**config.mk**
```make
export PLATFORM = sky130hd
export DESIGN_NAME = rr_mux_select_arbiter
export DESIGN_NICKNAME = d
export VERILOG_FILES = /design/src/rtl/rr_mux_select_arbiter_pkg.sv /design/src/rtl/rr_mux_select_arbiter_grant_rotator.sv /design/src/rtl/rr_mux_select_arbiter.sv
export SDC_FILE = /design/constraint.sdc
export NUM_CORES = 1
export LEC_CHECK = 0
export ABC_AREA = 1
export ABC_CLOCK_PERIOD_IN_PS = 2860
export BUFFER_PORTS_ARGS = -buffer_cell sky130_fd_sc_hd__clkbuf_2
export CORE_ASPECT_RATIO = 0.8
export CORE_MARGIN = 5
export CORE_UTILIZATION = 39
export CTS_BUF_LIST = sky130_fd_sc_hd__clkbuf_4 sky130_fd_sc_hd__clkbuf_8
export CTS_CLUSTER_DIAMETER = 60
export DETAILED_ROUTE_END_ITERATION = 10
export GPL_TIMING_DRIVEN = 0
export PLACE_DENSITY = 0.75
export RECOVER_POWER = 25
export SYNTH_ARGS = -nofsm -noshare
export SYNTH_HDL_FRONTEND = slang
export SYNTH_SLANG_ARGS = --single-unit
```
**constraint.sdc**
```tcl
create_clock -name clk -period 2.86 [get_ports clk]
set_input_delay 0.286 -clock clk [delete_from_list [all_inputs] [get_ports clk]]
set_output_delay 0.286 -clock clk [all_outputs]
set_load 0.005 [all_outputs]
```
**src/rtl/rr_mux_select_arbiter_pkg.sv**
```systemverilog
// rr_mux_select_arbiter_pkg
//   Shared constants and types for the round-robin mux-select arbiter:
//   channel count, select width, output-stage state encoding and the
//   default data / counter widths used by the top level.
package rr_mux_select_arbiter_pkg;

  localparam int NUM_CH          = 4;
  localparam int SEL_W           = 2;
  localparam int DEF_DATA_WIDTH  = 32;
  localparam int DEF_COUNT_WIDTH = 16;

  // Output stage occupancy; FULL means out_data holds an undelivered word.
  typedef enum logic [0:0] {
    ST_EMPTY = 1'b0,
    ST_FULL  = 1'b1
  } out_state_e;

endpackage

```
**src/rtl/rr_mux_select_arbiter_grant_rotator.sv**
```systemverilog
// rr_grant_rotator
//   Combinational round-robin search. Scans in_valid starting at ptr and
//   wrapping 3->0; the first requesting channel found is the grant.
//   Ports:
//     in_valid     [3:0] per-channel requests
//     ptr          [1:0] highest-priority channel this cycle
//     grant_exists       at least one channel is requesting
//     g            [1:0] granted channel (equals ptr when nothing requests)
module rr_grant_rotator
  import rr_mux_select_arbiter_pkg::*;
(
  input  logic [NUM_CH-1:0] in_valid,
  input  logic [SEL_W-1:0]  ptr,
  output logic              grant_exists,
  output logic [SEL_W-1:0]  g
);

  logic [SEL_W-1:0] idx_s;

  // Walk offsets from farthest to nearest so the nearest requester wins.
  always_comb begin
    grant_exists = 1'b0;
    g            = ptr;
    idx_s        = ptr;
    for (int k = NUM_CH - 1; k >= 0; k--) begin
      idx_s = ptr + SEL_W'(k);  // 2-bit add wraps naturally mod 4
      if (in_valid[idx_s]) begin
        grant_exists = 1'b1;
        g            = idx_s;
      end else begin
        grant_exists = grant_exists;
        g            = g;
      end
    end
  end

endmodule

```
**src/rtl/rr_mux_select_arbiter.sv**
```systemverilog
// rr_mux_select_arbiter
//   Round-robin arbiter in front of a 32-bit 4:1 mux. Drives the mux
//   select, accepts one channel per cycle and registers the chosen word in
//   a single-entry valid/ready output stage (1-cycle latency, full rate).
//   Ports:
//     clk, rst          clock, asynchronous active-high reset
//     in_valid/in_ready per-channel request / accept (one-hot accept)
//     in_data0..3       channel data words
//     sel               mux select (current grant, else last transferred)
//     out_valid/out_ready/out_data/out_chan  registered output stage
//     grant_count       saturating per-channel transfer counters, only
//                       when RR_ARB_STATS_EN is defined
module rr_mux_select_arbiter
  import rr_mux_select_arbiter_pkg::*;
#(
  parameter int DATA_WIDTH  = DEF_DATA_WIDTH,
  parameter int COUNT_WIDTH = DEF_COUNT_WIDTH
) (
  input  logic                        clk,
  input  logic                        rst,
  input  logic [NUM_CH-1:0]           in_valid,
  input  logic [DATA_WIDTH-1:0]       in_data0,
  input  logic [DATA_WIDTH-1:0]       in_data1,
  input  logic [DATA_WIDTH-1:0]       in_data2,
  input  logic [DATA_WIDTH-1:0]       in_data3,
  output logic [NUM_CH-1:0]           in_ready,
  output logic [SEL_W-1:0]            sel,
  output logic                        out_valid,
  output logic [DATA_WIDTH-1:0]       out_data,
  output logic [SEL_W-1:0]            out_chan,
`ifdef RR_ARB_STATS_EN
  output logic [NUM_CH*COUNT_WIDTH-1:0] grant_count,
`endif
  input  logic                        out_ready
);

  out_state_e            state_q, state_d;
  logic [SEL_W-1:0]      ptr_q, ptr_d;
  logic [SEL_W-1:0]      last_sel_q, last_sel_d;
  logic [SEL_W-1:0]      out_chan_q, out_chan_d;
  logic [DATA_WIDTH-1:0] out_data_q, out_data_d;

  logic                  grant_exists_s;
  logic [SEL_W-1:0]      g_s;
  logic                  accept_en_s;
  logic                  xfer_s;
  logic [NUM_CH-1:0]     in_ready_s;
  logic [DATA_WIDTH-1:0] mux_data_s;

  rr_grant_rotator u_rot (
    .in_valid     (in_valid),
    .ptr          (ptr_q),
    .grant_exists (grant_exists_s),
    .g            (g_s)
  );

  assign out_valid   = (state_q == ST_FULL);
  assign out_data    = out_data_q;
  assign out_chan    = out_chan_q;
  assign accept_en_s = !out_valid || out_ready;
  assign in_ready    = in_ready_s;
  assign xfer_s      = |(in_valid & in_ready_s);

  // One-hot accept for the granted channel; forced low while in reset.
  always_comb begin
    in_ready_s = {NUM_CH{1'b0}};
    if (!rst && accept_en_s && grant_exists_s) begin
      in_ready_s[g_s] = 1'b1;
    end else begin
      in_ready_s = {NUM_CH{1'b0}};
    end
  end

  // Mux select: live grant, otherwise hold the last transferred channel.
  always_comb begin
    if (rst) begin
      sel = {SEL_W{1'b0}};
    end else if (grant_exists_s) begin
      sel = g_s;
    end else begin
      sel = last_sel_q;
    end
  end

  // The 4:1 data mux feeding the output register.
  always_comb begin
    mux_data_s = in_data0;
    case (g_s)
      2'd0:    mux_data_s = in_data0;
      2'd1:    mux_data_s = in_data1;
      2'd2:    mux_data_s = in_data2;
      2'd3:    mux_data_s = in_data3;
      default: mux_data_s = in_data0;
    endcase
  end

  // Output stage next state: load on transfer (even while draining), else drain.
  always_comb begin
    state_d    = state_q;
    ptr_d      = ptr_q;
    last_sel_d = last_sel_q;
    out_chan_d = out_chan_q;
    out_data_d = out_data_q;
    if (xfer_s) begin
      state_d    = ST_FULL;
      ptr_d      = g_s + 2'd1;
      last_sel_d = g_s;
      out_chan_d = g_s;
      out_data_d = mux_data_s;
    end else if (out_valid && out_ready) begin
      state_d = ST_EMPTY;
    end else begin
      state_d = state_q;
    end
  end

  // Arbiter pointer and output register.
  always_ff @(posedge clk or posedge rst) begin
    if (rst) begin
      state_q    <= ST_EMPTY;
      ptr_q      <= {SEL_W{1'b0}};
      last_sel_q <= {SEL_W{1'b0}};
      out_chan_q <= {SEL_W{1'b0}};
      out_data_q <= {DATA_WIDTH{1'b0}};
    end else begin
      state_q    <= state_d;
      ptr_q      <= ptr_d;
      last_sel_q <= last_sel_d;
      out_chan_q <= out_chan_d;
      out_data_q <= out_data_d;
    end
  end

`ifdef RR_ARB_STATS_EN
  localparam logic [COUNT_WIDTH-1:0] CNT_MAX = {COUNT_WIDTH{1'b1}};

  logic [NUM_CH-1:0][COUNT_WIDTH-1:0] cnt_q, cnt_d;

  function automatic logic [COUNT_WIDTH-1:0] sat_inc(input logic [COUNT_WIDTH-1:0] v);
    if (v == CNT_MAX) begin
      return v;
    end else begin
      return v + COUNT_WIDTH'(1);
    end
  endfunction

  // Count transfers per channel, sticking at all-ones.
  always_comb begin
    cnt_d = cnt_q;
    if (xfer_s) begin
      cnt_d[g_s] = sat_inc(cnt_q[g_s]);
    end else begin
      cnt_d = cnt_q;
    end
  end

  // Grant counter storage.
  always_ff @(posedge clk or posedge rst) begin
    if (rst) begin
      cnt_q <= '0;
    end else begin
      cnt_q <= cnt_d;
    end
  end

  for (genvar i = 0; i < NUM_CH; i++) begin : g_cnt_out
    assign grant_count[i*COUNT_WIDTH +: COUNT_WIDTH] = cnt_q[i];
  end
`endif

endmodule

```
### Yosys cells after proc, flatten, opt, wreduce, memory -nomap -nowiden

Index checks and enable logic that the tools add are counted.
W data, S select, Z words.

| storage, ports and cells | value |
|---|---|
| register bits | 37 |
| output and inout port bits | 41 |
| memory bits (writable) | 0 |
| bits in read-only memories | 0 |
| latch bits | 0 |
| memories kept | 0 |

| operators by class | value |
|---|---|
| multiply operators | 0 |
| shifts and indexed selects | 0 |
| bitwise operators | 1 |
| $lt $le $gt $ge | 6 |
| equal/unequal tests | 3 |
| reduce and logical (&&, ||, !) cells | 10 |
| div/mod/pow operators | 0 |
| multiplexer cells | 24 |
| add/sub/neg operators | 4 |

Operator list:

| cell | number |
|---|---|
| $pmux W32 S4 | 1 |
| $lt A2 B3 Y1 const B | 5 |
| $mux W2 | 6 |
| $mux W1 | 11 |
| $bmux W1 S2 | 4 |
| $add A2 B1 Y2 const B | 2 |
| $add A2 B2 Y2 const B | 2 |
| $and A4 B4 Y4 | 1 |
| $eq A2 B2 Y1 const B | 2 |
| $logic_and A1 B1 Y1 | 4 |
| $mux W4 | 1 |
| $reduce_or A4 Y1 | 1 |
| $demux W1 S2 | 1 |
| $eq A2 B1 Y1 const B | 1 |
| $ge A2 B1 Y1 const B | 1 |
| $logic_not A1 Y1 | 2 |
| $logic_not A2 Y1 | 1 |
| $reduce_bool A2 Y1 | 1 |
| $logic_or A1 B1 Y1 | 1 |

### Longest topological paths before layout

Gate-level depths: netlist of the first run.

| depth | value |
|---|---|
| word-level depth | 15 |
| depth in mapped cells | 20 |

### By module

A second synthesis of the first run with hierarchy kept.

| unflattened totals | value |
|---|---|
| cell total of the unflattened synthesis | 420 |
| area total of the unflattened synthesis | 2801.4 µm² |

Modules (own cells, without submodules):

| module | area each (µm²) | seq. area each (µm²) | instances | cells an instance |
|---|---|---|---|---|
| rr_mux_select_arbiter | 2567.5 | 925.9 | 1 | 367 |
| rr_grant_rotator | 234.0 | 0.0 | 1 | 53 |

### Least setup slack after synthesis of the first run

No wires, ideal clock.

| timing | value |
|---|---|
| path type | flip-flop to flip-flop |
| from | reg ptr_q[0] |
| to | reg out_data_q[13], in the netlist out_data[13] |
| stages on the path, launching flop included | 20 |
| path slack | 474 ps |
| arrival time | 2321 ps |
| setup time | 65 ps |
| data required time | 2795 ps |
| buffers on the path | 3 |
| cell sequence | dfrtp_1 -> buf_4 -> inv_4 -> nand2_1 -> nand2_1 -> nand2_1 -> nand2_2 -> inv_1 -> nand2_1 -> nand3_1 -> nand2_1 -> nand2_1 -> inv_1 -> ha_1 -> clkbuf_1 -> nand4_1 -> nand2_4 -> clkbuf_1 -> o21ai_0 -> nand2_1 |

| on the way | value |
|---|---|
| word-level cells in the longest chain between the ends | 14 |
| elaborated cells on any way between the ends | 33 |

Ends and longest elaborated chain:

| element | line | source |
|---|---|---|
| start: declaration | rr_mux_select_arbiter.sv:38 | `logic [SEL_W-1:0] ptr_q, ptr_d;` |
| start signal: assignment | rr_mux_select_arbiter.sv:121 | `ptr_q <= {SEL_W{1'b0}};` |
| start signal: assignment | rr_mux_select_arbiter.sv:127 | `ptr_q <= ptr_d;` |
| $add A2 B2 Y2 | rr_mux_select_arbiter_grant_rotator.sv:26 | `idx_s = ptr + SEL_W'(k);` |
| $bmux W1 S2 | rr_mux_select_arbiter_grant_rotator.sv:27 | `if (in_valid[idx_s]) begin` |
| $mux W1 (not written as such) | rr_mux_select_arbiter_grant_rotator.sv:27 |  |
| $mux W2 (3 in a row) | rr_mux_select_arbiter_grant_rotator.sv:27 |  |
| $mux W2 * | rr_mux_select_arbiter_grant_rotator.sv:27 |  |
| net g_s[0] | rr_mux_select_arbiter.sv:44 | `logic [SEL_W-1:0] g_s;` |
| $lt A2 B3 Y1 (not written as such) / $ge A2 B1 Y1 (equally long branches) | rr_mux_select_arbiter.sv:68 | `in_ready_s[g_s] = 1'b1;` |
| $logic_and A1 B1 Y1 (not written as such) | rr_mux_select_arbiter.sv:68 |  |
| $mux W1 (not written as such) | rr_mux_select_arbiter.sv:68 |  |
| $demux W1 S2 | rr_mux_select_arbiter.sv:68 |  |
| $mux W4 | rr_mux_select_arbiter.sv:67 | `if (!rst && accept_en_s && grant_exists_s) begin` |
| $and A4 B4 Y4 | rr_mux_select_arbiter.sv:62 | `assign xfer_s = \|(in_valid & in_ready_s);` |
| $reduce_or A4 Y1 | rr_mux_select_arbiter.sv:62 |  |
| end signal: assignment | rr_mux_select_arbiter.sv:124 | `out_data_q <= {DATA_WIDTH{1'b0}};` |
| end signal: assignment | rr_mux_select_arbiter.sv:130 | `out_data_q <= out_data_d;` |
| end: declaration | rr_mux_select_arbiter.sv:41 | `logic [DATA_WIDTH-1:0] out_data_q, out_data_d;` |

The timed path passes the listed nets; every way through them passes the cells marked *. The select of a mux whose other input is x is not followed.
A chain may end at the register's enable or synchronous reset.

### Worst setup path after layout of the first run

| timing | value |
|---|---|
| from | reg ptr_q[0] |
| to | out in_ready[2] |

| on the way | value |
|---|---|
| word-level cells in the longest chain between the ends | 12 |
| elaborated cells on any way between the ends | 26 |

Ends and longest elaborated chain:

| element | line | source |
|---|---|---|
| $add A2 B2 Y2 | rr_mux_select_arbiter_grant_rotator.sv:26 |  |
| $bmux W1 S2 | rr_mux_select_arbiter_grant_rotator.sv:27 |  |
| $mux W1 (not written as such) | rr_mux_select_arbiter_grant_rotator.sv:27 |  |
| $mux W2 (3 in a row) | rr_mux_select_arbiter_grant_rotator.sv:27 |  |
| $mux W2 * | rr_mux_select_arbiter_grant_rotator.sv:27 |  |
| net g_s[1] | rr_mux_select_arbiter.sv:44 |  |
| $lt A2 B3 Y1 (not written as such) / $ge A2 B1 Y1 (equally long branches) | rr_mux_select_arbiter.sv:68 |  |
| $logic_and A1 B1 Y1 (not written as such) | rr_mux_select_arbiter.sv:68 |  |
| $mux W1 (not written as such) | rr_mux_select_arbiter.sv:68 |  |
| $demux W1 S2 * | rr_mux_select_arbiter.sv:68 |  |
| $mux W4 * | rr_mux_select_arbiter.sv:67 |  |
| end: declaration | rr_mux_select_arbiter.sv:26 | `output logic [NUM_CH-1:0] in_ready,` |

Marked as above.

==> flow_summary.json, run 1 <==
{
  "io_pins": 176,
  "drt_iter0_markers": 141,
  "syn_inst": 417,
  "numCtsBuffers": 5,
  "cap_viol_max_count": 1,
  "critical_path_required_ns": 2.57,
  "final_cell_area_sq_mm": 0.00390,
  "wire_per_inst_um": 15.3,
  "hold_ws_ns": 0.193,
  "finalPower_mw": 5.73,
  "path_class": "flip-flop to output port",
  "grt_max_degree": 40,
  "holdBufCountCts": 0,
  "grt_pass1_wl_um": 17000,
  "most-common-layout-cells": "clkbuf_2, nand2_1, inv_1, o21ai_0, dfrtp_1",
  "syn_area_sq_mm": 0.00274,
  "hold_violations": 0,
  "synth_nets": 557,
  "drt-met1-wl_um": 4390,
  "place.gp.congestion": 0.842,
  "finalWorstSetupSlack_ns": 0.194,
  "antenna_cells": 0,
  "gr-usage-all-layers_pct": 23.3,
  "startpoint_type": "flip-flop",
  "slowest_stage": "dfrtp_1",
  "die_width_um": 104,
  "period_share_pct": 93.2,
  "cellLeakagePower_nw": 2.28,
  "drive_gt1_share_pct": 37.9,
  "dpl_cell_area_sq_mm": 0.00372,
  "start_util_pct": 39.9,
  "yosysUniqueCellTypes": 21,
  "nFillCells": 696,
  "cts_sinks": 37,
  "vias": 3524,
  "cts_max_path_buffers": 2,
  "die_h_um": 84.9,
  "routed.top_layer": "met4",
  "grt_pass1_vias": 3544,
  "ys_warn_count": 0,
  "viasPerCell": 5.16,
  "drt_wl_total_um": 10500,
  "ys_seq_elements": 37,
  "post-place-ws_ns": -0.278,
  "antenna_found_initial": 0,
  "core_sq_mm": 0.00686,
  "outcome": "finished with violations",
  "failed_checks": "max-capacitance violations",
  "drt-pass1-iter-count": 5,
  "wl_met3_um": 912,
  "cp_common_cell": "nand2_1",
  "crit_buf_inv": 7,
  "powerDensity_mw_per_mm2": 1470,
  "final_common_cell": "clkbuf_2",
  "route.met2.wl_um": 5030,
  "syn_area_per_cell_sq_um": 6.57,
  "hpwl_um": 8200,
  "io_buffers": 175,
  "cts_root_buf": "clkbuf_8",
  "drc_errors": 0,
  "peakVddDrop_uv": 650,
  "area_growth_pct": 42.6,
  "fin_nets": 735,
  "num_rows": 27,
  "drv_slew": 0,
  "overflow": 0,
  "cp_cell_sequence": "buf_4 -> inv_4 -> nand2_1 -> nand2_1 -> nand2_1 -> nand2_2 -> inv_1 -> nand3_1 -> nand2_1 -> nand2_1 -> nand2_2 -> inv_2 -> ha_4 -> buf_8 -> inv_1 -> nor2_1 -> clkbuf_2",
  "hp-class": "input port to flip-flop",
  "ant_nets": 0,
  "cp_max_fo": 10,
  "cts_tree": "done",
  "finalClockSkew_ns": 0.00731,
  "die_area_sq_mm": 0.00881,
  "seq_area_frac_synth_pct": 33.8,
  "worstPathArrival_ns": 2.38,
  "tightest_slew_ns": 1.50,
  "max_freq_mhz": 375,
  "setup_violations": 0,
  "critPathTopFamily": "buffers and inverters",
  "max_stage_delay_ns": 0.36,
  "path_clk_slew_ns": 0.08,
  "period_needed_ns": 2.67,
  "relSlewSlack_pct": 0.132,
  "htreeDepth": 2,
  "post-route-util_pct": 56.9,
  "critPathCaptureType": "output port",
  "clock_latency_ns": 0.29
}
-- per-layer routing --
metal	vias to the layer above	global-route usage (%)
li1	1730	-
met1	1611	30.2
met2	172	39.1
met3	11	6.46
met4	0	5.29
met5	-	0
-- logic make-up after synthesis --
group                      count (synthesis)  share of synthesized area, %
buffers and inverters                     75                          11.3
DFF                                       37                          33.8
and+or+nand+nor                          197                          29.3
adders and majority gates                  5                          2.29
AOI/OAI and AO/OA                        103                          23.2
-- state kept, by name, indices dropped and copies added, names as in the netlist --
name	cells
out_data	32
ptr_q	2
out_valid	1
out_chan	2
-- cell type report --
cell class / instances / area (sq um) / share of cell area [%]
clock buffer: 6 / 82.6 / 2.12
tap: 87 / 109 / 2.79
timing repair buffer: 176 / 883 / 22.6
inverter: 46 / 178 / 4.55
clock inverter: 2 / 13.8 / 0.353
buffer: 24 / 155 / 3.98
sequential: 37 / 927 / 23.8
multi-input combinational: 305 / 1550 / 39.8
-- final timing paths --
check,start,endpoint,slack [ns],cells after the start
hold reg to reg,out_data[20],out_data[20],0.49,2
max in group asynchronous,rst,ptr_q[1],1.45,2
setup reg to reg,ptr_q[0],out_chan[0],0.24,18
hold / removal,out_ready,out_valid,0.19,2
setup / recovery,ptr_q[0],in_ready[2],0.19,17
min in group asynchronous,rst,out_valid,0.43,2
-- through the flow --
stage,std cells,setup TNS (ns)
final,683,0
after global routing,683,-0.0207
after CTS,683,-0.0833
after detailed placement,679,-5.77
after global placement,679,-2.42
after floorplan,417,0
-- power breakdown --
group | total [mW] | leakage [nW] | internal [mW] | switching [mW]
Combinational | 4.40 | 1.76 | 1.72 | 2.68
Clock | 0.390 | 0.0512 | 0.195 | 0.195
Sequential | 0.940 | 0.464 | 0.794 | 0.146
Total | 5.73 | 2.28 | 2.71 | 3.02
-- synth_stat cells --
cell / instances / area share [%]
a21oi_1: 33 / 6.0
a32oi_1: 32 / 10
buf_1: 2 / 0.27
buf_4: 1 / 0.27
buf_6: 3 / 1.2
clkbuf_1: 23 / 3.2
dfrtp_1: 37 / 34
ha_1: 5 / 2.3
inv_1: 44 / 6.0
inv_2: 1 / 0.14
inv_4: 1 / 0.23
nand2_1: 174 / 24
nand2_2: 2 / 0.46
nand2_4: 2 / 0.82
nand3_1: 4 / 0.73
nand4_1: 5 / 1.1
nor2_1: 7 / 0.96
nor2_4: 1 / 0.41
nor2_8: 1 / 0.73
o21ai_0: 38 / 6.9
or2_2: 1 / 0.23
-- timing repair --
item                       in CTS  in global routing
resized for setup              11                 47
setup endpoints to repair      37                 40
pin swaps                       0                  0
buffers inserted                0                  1
Power figures use the tool's default switching activity.
==> run 2, diff against run 1 <==
--- a/config.mk
+++ b/config.mk
@@ -5,7 +5,6 @@
 export SDC_FILE = /design/constraint.sdc
 export NUM_CORES = 1
 export LEC_CHECK = 0
-export ABC_AREA = 1
 export ABC_CLOCK_PERIOD_IN_PS = 2860
 export BUFFER_PORTS_ARGS = -buffer_cell sky130_fd_sc_hd__clkbuf_2
 export CORE_ASPECT_RATIO = 0.8
@@ -15,7 +14,7 @@
 export CTS_CLUSTER_DIAMETER = 60
 export DETAILED_ROUTE_END_ITERATION = 10
 export GPL_TIMING_DRIVEN = 0
-export PLACE_DENSITY = 0.75
+export PLACE_DENSITY = 0.79
 export RECOVER_POWER = 25
 export SYNTH_ARGS = -nofsm -noshare
 export SYNTH_HDL_FRONTEND = slang
==> flow_summary.json, run 2 <==
{
  "swShare_pct": 44.0,
  "seq_area_frac_synth_pct": 40.9,
  "start_util_pct": 40.7,
  "instances_no_fill": 533,
  "period_share_pct": 96.0,
  "synthAdderAreaFrac_pct": 2.76,
  "crit_buf_inv": 4,
  "io_buffers": 173,
  "antenna_cells": 0,
  "drt-pass1-iter-count": 7,
  "critPathCaptureType": "flip-flop",
  "largest_register_ff_count": 32,
  "regArea_sq_um": 926,
  "p_int_mw": 1.79,
  "cellLeakagePower_nw": 1.80,
  "power_frac_seq_pct": 27.4,
  "vias": 2896,
  "setup_violations": 0,
  "synth_edf_count": 0,
  "max_freq_mhz": 364,
  "die_area_sq_mm": 0.00744,
  "powerDensity_mw_per_mm2": 944,
  "grt_pass1_vias": 2700,
  "cts_tree": "done",
  "syn_area_per_cell_sq_um": 8.29,
  "crit_path_start": "ptr_q[1]",
  "ys_seq_elements": 37,
  "drt_wl_total_um": 9290,
  "die_h_um": 78.1,
  "synthMuxAreaShare_pct": 1.16,
  "yosysUniqueCellTypes": 28,
  "clkPwrFrac_pct": 15.0,
  "async_reset_ff_share_pct": 100,
  "ys_warn_count": 0,
  "htreeDepth": 2,
  "synth_nets": 413,
  "hold_start": "in_data0[13]",
  "netlist.area_leader.share_pct": 40.9,
  "core_sq_mm": 0.00556,
  "post-route-util_pct": 60.8,
  "final_common_cell": "clkbuf_2",
  "startpoint_type": "flip-flop",
  "holdPathStages": 3,
  "hpwl_um": 7400,
  "yosys.area.top_type": "dfrtp_1",
  "worstPathArrival_ns": 2.91,
  "cts_max_path_buffers": 2,
  "finalPower_mw": 3.19,
  "p_sw_mw": 1.40,
  "crit-reg2reg-launch": "ptr_q[1]",
  "drv_slew": 0,
  "numCtsBuffers": 5,
  "rr_worst_depth": 11,
  "grt_max_degree": 38,
  "place.gp.congestion": 0.854,
  "synth_area_leaders": "dfrtp_1, a222oi_1, a21oi_1",
  "clock_latency_ns": 0.28,
  "synth_ff_type": "dfrtp_1",
  "slowest_stage": "dfrtp_1",
  "io_pins": 176,
  "yosysMostFrequentCell": "dfrtp_1",
  "grt_pass1_wl_um": 13300,
  "synthTopCellsByCount": "dfrtp_1, a21oi_1, nand2_1, nor2_1, a222oi_1",
  "multi_input_comb_area_sq_mm": 0.00120,
  "hp-class": "input port to flip-flop",
  "syn_inst": 273,
  "finalClockSkew_ns": 0.00493,
  "rrSetupSlack_ns": 0.11,
  "critical_path_required_ns": 3.03,
  "r2r-end": "ptr_q[1]",
  "cp_max_fo": 10,
  "cts_sinks": 37,
  "dp_cells": 524,
  "most-common-layout-cells": "clkbuf_2, dfrtp_1, a21oi_1, nand2_1, nor2_1",
  "holdBufCountCts": 0,
  "synth_compound_area_share_pct": 32.8,
  "overflow": 0,
  "cap_viol_max_count": 0,
  "viasPerCell": 5.43,
  "peakVddDrop_uv": 398,
  "relSlewSlack_pct": 4.22,
  "synthXorXnorAreaFrac_pct": 0,
  "cp_cell_sequence": "a21oi_1 -> nor3_1 -> or3_4 -> inv_1 -> ha_1 -> buf_2 -> a22oi_1 -> a2111o_1 -> buf_2 -> buf_6 -> mux2_4",
  "outcome": "complete, no violations",
  "syn_area_sq_mm": 0.00226,
  "gr-usage-all-layers_pct": 22.8,
  "cts_root_buf": "clkbuf_8",
  "wire_per_inst_um": 17.4,
  "area_growth_pct": 49.3,
  "die_width_um": 95.2,
  "cp_common_cell": "buf_2",
  "max_stage_delay_ns": 0.45,
  "tightest_slew_ns": 1.44,
  "drc_errors": 0,
  "p_comb_share_pct": 57.5,
  "path_clk_slew_ns": 0.08,
  "critPathTopFamily": "compound AO/OA/AOI/OAI gates",
  "hold_violations": 0,
  "num_rows": 24,
  "antenna_found_initial": 0,
  "synth_top_family_by_area": "compound AO/OA/AOI/OAI gates",
  "fin_nets": 594,
  "ant_nets": 0,
  "period_needed_ns": 2.75,
  "nFillCells": 544,
  "path_class": "flip-flop to flip-flop",
  "fin_setup_tns_ns": 0,
  "drive_gt1_share_pct": 45.3,
  "synth-simple-area-share_pct": 15.3,
  "drt_iter0_markers": 179,
  "holdPathEnd": "out_data[13]"
}
## run 2: final cells by class
type / count / share of cell area, %
Multi-Input combinational cell: 200 / 35.4
Buffer: 29 / 4.15
Tap cell: 78 / 2.89
Clock buffer: 7 / 2.67
Sequential cell: 37 / 27.4
Timing Repair Buffer: 174 / 25.8
Inverter: 7 / 0.778
Clock inverter: 1 / 0.889
## run 2: metrics by stage
stage	cell area, sq um	hold slack (ns)	worst slack [ns]
after CTS	3360	0.222	0.00189
final	3380	0.273	0.115
after detailed placement	3230	0.470	-0.107
after global placement	3230	0.463	0.0813
after global routing	3380	0.283	-0.0106
after floorplan	2260	0.466	0.329
## run 2: worst min-delay path, stage by stage
cell      delay, ns
clkbuf_2       0.08
a21oi_1        0.05
o21ai_1        0.10
## run 2: metal layers
| layer | share of wire, % | GRT usage [%] |
|---|---|---|
| met1 | 39 | 27.2 |
| met2 | 50 | 40.7 |
| met3 | 9.8 | 5.54 |
| met4 | 1.4 | 5.91 |
| met5 | 0 | 0 |
## run 2: logic make-up (layout without fill, tap and decap cells)
family	count (synthesis)	in the layout
adders and majority gates	5	5
DFF	37	37
muxes	2	2
buffers and inverters	36	218
and+or+nand+nor	83	83
AOI/OAI and AO/OA	110	110
## run 2: worst max-delay path by stage
| stage | end | cells past startpoint |
|---|---|---|
| final | ptr_q[1] | 11 |
| after floorplan | ptr_q[1] | 12 |
| after CTS | in_ready[2] | 9 |
| after detailed placement | out_data[27] | 11 |
| after global routing | out_data[4] | 11 |
| after global placement | ptr_q[1] | 11 |
## run 2: power groups by stage
| stage | clock network (mW) | registers (mW) | logic, mW |
|---|---|---|---|
| 2_1_floorplan | 0 | 0.875 | 1.10 |
| 3_3_place_gp | 0 | 0.875 | 1.75 |
| 3_5_place_dp | 0 | 0.886 | 1.80 |
| 4_1_cts | 0.482 | 0.877 | 1.81 |
| 5_1_grt | 0.505 | 0.903 | 2.02 |
| 6_report | 0.480 | 0.875 | 1.83 |
## run 2: repair_timing
item / in CTS / in global routing
setup buffers: 0 / 1
setup endpoints to repair: 26 / 29
pin swaps: 0 / 1
resized for setup: 2 / 10
==> run 3, diff against run 2 <==
--- a/config.mk
+++ b/config.mk
@@ -7,13 +7,12 @@
 export LEC_CHECK = 0
 export ABC_CLOCK_PERIOD_IN_PS = 2860
 export BUFFER_PORTS_ARGS = -buffer_cell sky130_fd_sc_hd__clkbuf_2
-export CORE_ASPECT_RATIO = 0.8
+export CORE_ASPECT_RATIO = 0.6
 export CORE_MARGIN = 5
 export CORE_UTILIZATION = 39
 export CTS_BUF_LIST = sky130_fd_sc_hd__clkbuf_4 sky130_fd_sc_hd__clkbuf_8
 export CTS_CLUSTER_DIAMETER = 60
 export DETAILED_ROUTE_END_ITERATION = 10
-export GPL_TIMING_DRIVEN = 0
 export PLACE_DENSITY = 0.79
 export RECOVER_POWER = 25
 export SYNTH_ARGS = -nofsm -noshare
==> flow_summary.json, run 3 (same netlist as run 2, synthesis figures left out) <==
{
  "drt_iter0_markers": 256,
  "cp_cell_sequence": "a21oi_1 -> nor3_1 -> or3_1 -> inv_1 -> ha_1 -> a22oi_1 -> a2111o_2 -> buf_4 -> nand2_1 -> o21ai_0",
  "path_clk_slew_ns": 0.07,
  "outcome": "complete, no violations",
  "drv_slew": 0,
  "overflow": 0,
  "path_class": "flip-flop to flip-flop",
  "wl_met3_um": 972,
  "cellLeakagePower_nw": 1.74,
  "startpoint_type": "flip-flop",
  "cts_sinks": 37,
  "max_freq_mhz": 375,
  "die_width_um": 108,
  "drc_errors": 0,
  "period_needed_ns": 2.67,
  "cts_tree": "done",
  "route.met2.wl_um": 3430,
  "finalPower_mw": 3.03,
  "finalClockSkew_ns": 0.00482,
  "die_area_sq_mm": 0.00748,
  "place.gp.congestion": 0.834,
  "num_rows": 21,
  "antenna_found_initial": 0,
  "vias": 2714,
  "final_common_cell": "clkbuf_2",
  "numCtsBuffers": 5,
  "io_pins": 176,
  "powerDensity_mw_per_mm2": 911,
  "cts_max_path_buffers": 2,
  "dpl_cell_area_sq_mm": 0.00320,
  "ant_nets": 0,
  "cts_root_buf": "clkbuf_8",
  "peakVddDrop_uv": 402,
  "final_cell_area_sq_mm": 0.00333,
  "max_stage_delay_ns": 0.50,
  "drt-met1-wl_um": 3190,
  "drt_wl_total_um": 7630,
  "grt_pass1_wl_um": 12300,
  "most-common-layout-cells": "clkbuf_2, dfrtp_1, a21oi_1, nand2_1, nor2_1",
  "antenna_cells": 0,
  "hold_violations": 0,
  "grt_max_degree": 47,
  "crit_buf_inv": 2,
  "clock_latency_ns": 0.28,
  "cap_viol_max_count": 0,
  "cts_setup_buffers": 0,
  "wire_per_inst_um": 14.7,
  "area_growth_pct": 47.0,
  "relSlewSlack_pct": 67.8,
  "setup_violations": 0,
  "hpwl_um": 6050,
  "tightest_slew_ns": 0.483,
  "io_buffers": 175,
  "start_util_pct": 40.4,
  "die_h_um": 69.0,
  "htreeDepth": 2,
  "core_sq_mm": 0.00560,
  "routed.top_layer": "met4",
  "drt-pass1-iter-count": 6,
  "period_share_pct": 93.4,
  "grt_pass1_vias": 2604,
  "fin_nets": 577,
  "cp_max_fo": 46,
  "viasPerCell": 5.24,
  "critPathTopFamily": "compound AO/OA/AOI/OAI gates",
  "gr-usage-all-layers_pct": 19.8,
  "critical_path_required_ns": 3.01,
  "largest_register_ff_count": 32,
  "hp-class": "input port to flip-flop",
  "worstPathArrival_ns": 2.82,
  "critPathCaptureType": "flip-flop",
  "slowest_stage": "a2111o_2",
  "drive_gt1_share_pct": 43.6
}
==> run 3: path summary, 6_finish.rpt <==
path	start	end	slack [ns]	cells after the start
worst min-delay path	in_data0[13]	out_data[13]	0.27	3
worst min register to register	out_data[2]	out_data[2]	0.48	2
worst max-delay path	ptr_q[1]	out_data[29]	0.19	10
worst max register to register	ptr_q[1]	out_data[29]	0.19	10
max in group asynchronous	rst	out_data[17]	1.66	4
min in group asynchronous	rst	out_valid	0.59	3
==> run 3: routing by layer <==
metal	track usage, %	up-vias
met5	0	-
met1	25.2	1212
met3	6.25	4
met4	3.36	0
met2	33.3	149
li1	-	1349
==> run 3: power by group <==
| group | internal [mW] | total [mW] | switching [mW] |
|---|---|---|---|
| logic | 0.740 | 1.70 | 0.960 |
| registers | 0.739 | 0.866 | 0.127 |
| clock network | 0.283 | 0.465 | 0.182 |
| total | 1.76 | 3.03 | 1.27 |
==> run 3: layout make-up <==
type,count,area [sq um]
Clock buffer,6,82.6
Clock inverter,2,37.5
Fill cell,533,2270
Inverter,7,26.3
Multi-Input combinational cell,200,1190
Sequential cell,37,926
Tap cell,80,100
Timing Repair Buffer,186,961
==> run 3: metrics by stage <==
stage,instances,hold slack (ns),TNS (ns),setup slack (ns),util (%)
global placement,509,0.284,0,0.271,57.1
floorplan,273,0.466,0,0.329,-
detailed placement,509,0.286,0,0.0617,57.1
CTS,518,0.267,0,0.0512,59.4
global route,518,0.282,-0.00981,-0.00576,59.5
finish,518,0.271,0,0.190,59.5
==> run 3: worst min-delay path, cell delays in order <==
cell	delay (ns)
clkbuf_2	0.07
a21oi_1	0.05
o21ai_1	0.11
==> run 3: timing repair <==
item / 4_1_cts / 5_1_grt
setup endpoints to repair: 0 / 35
hold buffers: 1 / 0
hold endpoints to repair: 11 / 0
resized for setup: 0 / 2
